==> config.mk <==
export PLATFORM = sky130hd
export DESIGN_NAME = rpi_readback
export DESIGN_NICKNAME = d
export VERILOG_FILES = /design/src/rtl/rpi_readback_pkg.sv /design/src/rtl/edge_sync.sv /design/src/rtl/rpi_readback.sv
export SDC_FILE = /design/constraint.sdc
export NUM_CORES = 1
export LEC_CHECK = 0
export ABC_AREA = 1
export CAP_MARGIN = 20
export CORE_UTILIZATION = 55
export CTS_CLUSTER_SIZE = 12
export DETAILED_ROUTE_END_ITERATION = 10
export DONT_BUFFER_PORTS = 1
export PLACE_DENSITY_LB_ADDON = 0.12
export REMOVE_ABC_BUFFERS = 1
export SYNTH_ARGS = -nofsm -noshare
export SYNTH_HDL_FRONTEND = slang
export SYNTH_SLANG_ARGS = --single-unit
==> constraint.sdc <==
create_clock -name clk_100mhz -period 2.35 [get_ports clk_100mhz]
set_input_delay 0.47 -clock clk_100mhz [delete_from_list [all_inputs] [get_ports clk_100mhz]]
set_output_delay 0.47 -clock clk_100mhz [all_outputs]
set_load 0.005 [all_outputs]
==> src/rtl/rpi_readback_pkg.sv <==
// Shared definitions for the Raspberry Pi frame readback block: byte width and FSM state encoding.
package rpi_readback_pkg;

    localparam int DATA_W = 8;

    localparam logic [1:0] ST_IDLE_ENC      = 2'd0;
    localparam logic [1:0] ST_WAIT_SYNC_ENC = 2'd1;
    localparam logic [1:0] ST_CAPTURE_ENC   = 2'd2;
    localparam logic [1:0] ST_READY_ENC     = 2'd3;

    typedef enum logic [1:0] {
        ST_IDLE      = ST_IDLE_ENC,
        ST_WAIT_SYNC = ST_WAIT_SYNC_ENC,
        ST_CAPTURE   = ST_CAPTURE_ENC,
        ST_READY     = ST_READY_ENC
    } state_t;

endpackage

==> src/rtl/edge_sync.sv <==
// Two-flop synchronizer for an asynchronous level, followed by a rising-edge pulse
// (one clk_100mhz cycle wide) derived from sync stage 2 against a third delay flop.
module edge_sync (
    input  logic clk_100mhz,
    input  logic rst,
    input  logic async_in,
    output logic rise
);

    logic meta_p0;
    logic sync_p1;
    logic dly_p2;

    always_ff @(posedge clk_100mhz or posedge rst) begin
        if (rst) begin
            meta_p0 <= 1'b0;
            sync_p1 <= 1'b0;
            dly_p2  <= 1'b0;
        end else begin
            meta_p0 <= async_in;
            sync_p1 <= meta_p0;
            dly_p2  <= sync_p1;
        end
    end

    assign rise = sync_p1 & ~dly_p2;

endmodule

==> src/rtl/rpi_readback.sv <==
// Captures one sync-aligned frame of the sample byte stream into a small buffer on request
// from the Raspberry Pi, then lets the Pi step through it one byte per read_strobe edge.
module rpi_readback
    import rpi_readback_pkg::*;
#(
    parameter int ADDR_DEPTH = 4,
    parameter int MAX_ADDR   = (2**ADDR_DEPTH) - 1
) (
    input  logic              clk_100mhz,
    input  logic              rst,
    input  logic [DATA_W-1:0] sample_data,
    input  logic              sample_sync,
    input  logic              arm,
    input  logic              read_strobe,
    output logic [DATA_W-1:0] RPI_OUT,
    output logic              frame_ready,
    output logic              sync_err
);

    localparam int                    DEPTH     = 2**ADDR_DEPTH;
    localparam logic [ADDR_DEPTH-1:0] LAST_ADDR = ADDR_DEPTH'(MAX_ADDR);
    localparam logic [ADDR_DEPTH-1:0] ADDR_ONE  = ADDR_DEPTH'(1);

    logic [DATA_W-1:0] mem [0:DEPTH-1];

    state_t                state;
    state_t                state_next;
    logic [ADDR_DEPTH-1:0] wr_addr;
    logic [ADDR_DEPTH-1:0] wr_addr_next;
    logic [ADDR_DEPTH-1:0] rd_addr;
    logic [ADDR_DEPTH-1:0] rd_addr_next;
    logic                  sync_err_next;
    logic                  mem_we;
    logic [ADDR_DEPTH-1:0] mem_waddr;
    logic                  arm_rise;
    logic                  strobe_rise;

    edge_sync u_arm_sync (
        .clk_100mhz (clk_100mhz),
        .rst        (rst),
        .async_in   (arm),
        .rise       (arm_rise)
    );

    edge_sync u_strobe_sync (
        .clk_100mhz (clk_100mhz),
        .rst        (rst),
        .async_in   (read_strobe),
        .rise       (strobe_rise)
    );

    // arm takes priority over everything, including a coincident read_strobe edge
    always_comb begin
        state_next    = state;
        wr_addr_next  = wr_addr;
        rd_addr_next  = rd_addr;
        sync_err_next = sync_err;
        mem_we        = 1'b0;
        mem_waddr     = wr_addr;

        if (arm_rise) begin
            state_next    = ST_WAIT_SYNC;
            wr_addr_next  = '0;
            sync_err_next = 1'b0;
        end else begin
            case (state)
                ST_IDLE: begin
                end
                ST_WAIT_SYNC: begin
                    if (sample_sync) begin
                        mem_we       = 1'b1;
                        mem_waddr    = '0;
                        wr_addr_next = ADDR_ONE;
                        state_next   = ST_CAPTURE;
                    end
                end
                ST_CAPTURE: begin
                    mem_we = 1'b1;
                    // An early sync realigns the frame: its byte becomes byte 0
                    if (sample_sync && (wr_addr != '0)) begin
                        mem_waddr     = '0;
                        wr_addr_next  = ADDR_ONE;
                        sync_err_next = 1'b1;
                    end else if (wr_addr == LAST_ADDR) begin
                        wr_addr_next = '0;
                        rd_addr_next = '0;
                        state_next   = ST_READY;
                    end else begin
                        wr_addr_next = wr_addr + ADDR_ONE;
                    end
                end
                ST_READY: begin
                    if (strobe_rise) begin
                        rd_addr_next = (rd_addr == LAST_ADDR) ? '0 : rd_addr + ADDR_ONE;
                    end
                end
                default: begin
                    state_next = ST_IDLE;
                end
            endcase
        end
    end

    always_ff @(posedge clk_100mhz or posedge rst) begin
        if (rst) begin
            state       <= ST_IDLE;
            wr_addr     <= '0;
            rd_addr     <= '0;
            sync_err    <= 1'b0;
            frame_ready <= 1'b0;
            RPI_OUT     <= '0;
        end else begin
            state       <= state_next;
            wr_addr     <= wr_addr_next;
            rd_addr     <= rd_addr_next;
            sync_err    <= sync_err_next;
            frame_ready <= (state_next == ST_READY);
            RPI_OUT     <= (state == ST_READY) ? mem[rd_addr] : '0;
        end
    end

    // Buffer is deliberately not reset; writes are gated by state, which reset forces to IDLE
    always_ff @(posedge clk_100mhz) begin
        if (mem_we) begin
            mem[mem_waddr] <= sample_data;
        end
    end

endmodule

---- Word level (Yosys, flattened, before mapping) ----
Memory sizes are Yosys's and may differ from the RTL's.
Cells that the tools add are included.
operators by class
  add/subtract/negate cells ............... 2
  mux-type cells .......................... 28
  bitwise logic cells ..................... 5
  divide/modulo/power cells ............... 0
  reductions and logical operators ........ 9
  equality and inequality tests ........... 10
  multipliers ............................. 0
  order comparisons ....................... 0
  shift-type cells ........................ 0
operators by type and width
  operator                                                         count
  4-bit 2-to-1 mux                                                 11
  4-bit one-hot mux with 2 select lines                            3
  4-bit by 1-bit adder with 4-bit output, second input constant    2
  4-bit == test, second input constant                             2
  2-bit 2-to-1 mux                                                 4
  8-bit 2-to-1 mux                                                 1
  1-bit 2-to-1 mux                                                 7
  2-bit == test, second input constant                             3
  2-bit != test, second input constant                             3
  2-bit nonzero test                                               3
  5-bit AND reduction                                              1
  2-bit one-hot mux with 2 select lines                            1
  2-bit AND reduction                                              2
  4-bit nonzero test                                               1
  3-bit != test, second input constant                             1
  1-bit NOT                                                        3
  3-bit nonzero test                                               1
  1-bit bitwise AND                                                2
  2-bit by 1-bit == test with 1-bit output, second input constant  1
  1-bit one-hot mux with 2 select lines                            1
  1-bit logical AND                                                1
word-level totals
  input bits .............................. 13
  RAM bits ................................ 128
  logic and storage cells ................. 67
  memories kept ........................... 1
  flip-flop bits (word level) ............. 26
  memory bits (read-only) ................. 0
  output and inout port bits .............. 10
  bits in latches ......................... 0
memories
  name  words  bits a word  read ports  clocked after Yosys merged registers in  wr ports  line                RTL
  mem   16     8            1           0                                        1         rpi_readback.sv:24  logic [DATA_W-1:0] mem [0:DEPTH-1];

---- Longest topological paths before layout ----
  depth after elaboration ................. 6
  mapped depth ............................ 10
  mapped depth without buffers ............ 10

---- Hierarchy ----
A second synthesis with hierarchy kept.
second synthesis, totals
  cells, all modules ...................... 604
  area, all modules ....................... 6,542.5 um2
by module, submodules not included
  module        times used  seq. area each (um2)  cells an instance  area each (um2)
  rpi_readback  1           4,344.2               592                6,364.9
  edge_sync     2           75.1                  6                  88.8

---- Least setup slack after synthesis ----
No wires, ideal clock.
  path type ............................... flip-flop to flip-flop
  start point ............................. register state[0]
  end point ............................... memory mem[13][0] (enable)
  cell stages (with the launch flop) ...... 10
  slack ................................... 0.273 ns
  arrival ................................. 1.707 ns
  required time ........................... 1.980 ns
  path buffers ............................ 0
  clock period less this slack ............ 2.077 ns
  setup time .............................. 0.370 ns
  path through ............................ dfrtp_1 -> inv_1 -> ha_1 -> inv_1 -> nand2_1 -> a21oi_1 -> nand3_1 -> inv_2 -> nand2_1 -> nor2_1
on the way
  word-level cells in the longest chain between the ends .. 5
  elaborated cells on any way between the ends .. 8
  classes of those cells .................. eq/ne (2); mux (6)
RTL lines
  item                                                                       line                 RTL
  from (decl)                                                                rpi_readback.sv:26   state_t state;
  from (signal assigned)                                                     rpi_readback.sv:113  state <= state_next;
  2-bit == test or 2-bit by 1-bit == test with 1-bit output (tied branches)  rpi_readback.sv:66   case (state)
  1-bit one-hot mux with 2 select lines                                      rpi_readback.sv:66
  1-bit 2-to-1 mux                                                           rpi_readback.sv:61   if (arm_rise) begin
  1-bit 2-to-1 mux                                                           rpi_readback.sv:124  if (mem_we) begin
  1-bit 2-to-1 mux (implied by the code)                                     rpi_readback.sv:125  mem[mem_waddr] <= sample_data;
  to (decl)                                                                  rpi_readback.sv:24
Parallel ways exist; a longest one is shown, timed or not.

---- Worst setup path after layout ----
  start point ............................. register state[0]
  end point ............................... memory mem[0][6] (enable)
Same word-level chain as after synthesis.

==> flow_summary_export.csv <==
group,metric,value,unit
outcome,outcome,"finished clean",
logic_synthesis,syn_inst,621,
finish,drive_gt1_share,9.259,%
clock_tree,cts_tree,"done",
clock_tree,cts_max_path_buffers,2,
finish,fin_util,63.29,%
timing,fin_crit_sh,92.83,%
route,drc,0,
critical_path,critPathCaptureType,"flip-flop",
placed_design,io_buffer_count,0,
finish,num-fill-cells,907,
critical_path,startpoint_type,"flip-flop",
job,max_cap_violations,0,
die,die_h,111.5,um
power_and_ir_drop,powerDensity,984.6,nW/um2
placed_design,dp_cells,759,
logic_synthesis,synth_largest_area_cell,"edfxtp_1",
placed_design,gp_congestion,0.8815,
route,avgViaCountPerCell,5.444,
finish,finalNetCount,655,
logic_synthesis,ys_warn_count,0,
timing,fin_skew,0.007082,ns
logic_synthesis,yosys-top-cells-area,"edfxtp_1 58%, dfrtp_1 9.9%, nand2_1 9.0%",
power_and_ir_drop,peakVddDrop,0.6116,mV
global_routing,grt_pass1_wl,22290,um
power_and_ir_drop,p_total,7.207,mW
global_routing,grt_pass1_vias,4128,
critical_path,critPathRequiredTime,2.47,ns
timing,drv_slew,0,
route,drt-pass1-iter-count,5,
route,route.vias.total,4306,
logic_synthesis,yosysTopAreaCellShare,58.28,%
route,wirelength,13980,um
critical_path,critical_path_arrival,2.31,ns
clock_tree,numCtsBuffers,17,
power_and_ir_drop,power_leakage,3.003,nW
clock_tree,htreeDepth,4,
placed_design,dpl_cell_area,6769,um2
finish,final_area,7320,um2
global_routing,antenna_found_initial,0,
die,die_area,12430,um2
hold_path,min_path_type,"in -> async",
logic_synthesis,synth-seq-cells,154,
die,start_util,57.03,%
clock_tree,cts.clk_slew.worst_paths,0.06,ns
die,row_count,39,
clock_tree,root_buffer,"clkbuf_16",
timing,slew_headroom,55.16,%
logic_synthesis,netlist_area,6595,um2
critical_path,crit_type,"reg -> reg",
die,die_w,111.5,um
route,postRouteAntennaNets,0,
finish,diodes,0,
timing,tns,0,ns
timing,clock.fmax,0.4584,GHz
finish,syn_to_final_growth,10.98,%
global_routing,grt-ovfl-total,0,
critical_path,crit_fanout,8,
timing,hold_viol_final,0,
global_routing,grt_max_degree,68,
clock_tree,clkLatencyLatePin,0.42,ns
timing,setup_viol,0,
timing,period_minus_slack,2.181,ns
timing,worstMarginPinSlew,0.6726,ns
logic_synthesis,synth_cell_types,26,
die,core-area,11560,um2
placed_design,hpwl,9040,um
route,drt-initial-drc-count,385,
global_routing,grt_usage,24.84,%
clock_tree,cts_hold_buf,0,
timing,rsz0062_at_grt,"false",
clock_tree,clkSinkCount,154,
timing,fin_ws,0.1685,ns
finish,fin_cells,791,
logic_synthesis,yosysSeqAreaShare,68.15,%
logic_synthesis,syn_area_per_cell,10.62,um2
die,io_pins,23,
timing,whs,0.02237,ns
placed_design,dpl_worst_slack,0.1411,ns
route,wire_per_inst,17.68,um
## report_power, final
part | switching, mW | leakage [nW] | internal, mW | total, mW
Combinational | 1.08 | 1.25 | 0.472 | 1.55
Sequential | 0.0713 | 1.49 | 3.10 | 3.17
Clock | 1.02 | 0.267 | 1.47 | 2.49
Total | 2.17 | 3.00 | 5.04 | 7.21
## cells by family after synthesis
group           Yosys count  share of synthesized area (%)
xor+xnor                  2                         0.2657
flops                   154                          68.15
fa+ha+maj                 7                          1.328
compound gates           74                          6.166
buf+inv                 102                          6.887
simple gates            282                          17.21
## sequential cells by signal, indices dropped and copies added (netlist names)
name and count:
sync_err 1, u_strobe_sync.sync_p1 1, frame_ready 1, wr_addr 4, mem 128, RPI_OUT 8, u_arm_sync.dly_p2 1, u_strobe_sync.dly_p2 1
u_arm_sync.meta_p0 1, rd_addr 4, u_strobe_sync.meta_p0 1, state 2, u_arm_sync.sync_p1 1
## synthesized netlist by cell type
cell / instances
nor2_1: 69
o21ai_2: 1
dfrtp_1: 26
o21ai_0: 17
inv_1: 72
o22ai_1: 3
o211ai_1: 9
xor2_1: 2
inv_2: 6
nor3_1: 1
nand4_1: 3
clkbuf_1: 3
nand3_1: 48
a21oi_2: 1
buf_2: 12
a21oi_1: 10
o21ai_1: 32
buf_4: 3
ha_1: 7
nand2_1: 158
edfxtp_1: 128
nand2b_1: 1
buf_6: 6
nor2_2: 1
nand2_2: 1
a21o_1: 1
## final cells by class
type / instances / area (um2) / area share (%)
sequential: 154 / 4496 / 61.42
multi-input combinational: 365 / 1647 / 22.50
clock buffer: 22 / 486.7 / 6.650
inverter: 78 / 292.8 / 4.000
tap: 143 / 178.9 / 2.444
timing repair buffer: 19 / 155.1 / 2.120
clock inverter: 10 / 63.81 / 0.8718
## layout by cell type (no fill, tap or decap), types with 3 or more instances in the layout
cell,n
nor2_1,69
o211ai_1,9
nand4_1,3
nand3_1,48
inv_1,71
ha_1,7
nand2_1,158
o21ai_1,32
clkinv_2,4
dfrtp_1,25
a21oi_1,10
clkbuf_1,3
inv_2,7
edfxtp_1,128
clkinvlp_4,3
o22ai_1,3
clkbuf_16,19
o21ai_0,17
buf_4,18
## routing by layer
metal	routed length, um	track usage, %	vias up
li1	-	-	2082
met4	334	12.34	0
met5	0	0	-
met1	6543	35.49	2047
met2	6246	36.54	153
met3	859	5.117	24
## timing repair
| item | 4_1_cts | 5_1_grt |
|---|---|---|
| setup buffers | 0 | 0 |
| endpoints found under the hold margin | 0 | 0 |
| resized for setup | 0 | 1 |
| setup endpoints to repair | 0 | 8 |
## worst max-delay path, cell delays in order (launching register included)
cell and delay [ns]:
dfrtp_1 0.39, inv_1 0.08, ha_1 0.33, inv_1 0.09
nand2_1 0.09, a21oi_1 0.25, nand2_1 0.15, o21ai_2 0.13
inv_1 0.06, nor2_1 0.10, buf_4 0.20
## final timing paths
check	start	to	slack [ns]	cells past startpoint
max	state[0]$_DFF_PP0_	mem[0][6]$_DFFE_PP_	0.17	10
min	rst	u_strobe_sync.meta_p0$_DFF_PP0_	0.02	1
max reg2reg	state[0]$_DFF_PP0_	mem[0][6]$_DFFE_PP_	0.17	10
min reg2reg	u_strobe_sync.meta_p0$_DFF_PP0_	u_strobe_sync.sync_p1$_DFF_PP0_	0.35	0
max in group asynchronous	rst	RPI_OUT[6]$_DFF_PP0_	1.75	2
min in group clk_100mhz	read_strobe	u_strobe_sync.meta_p0$_DFF_PP0_	0.07	0
Note: power is estimated with default switching activity, not from simulation.
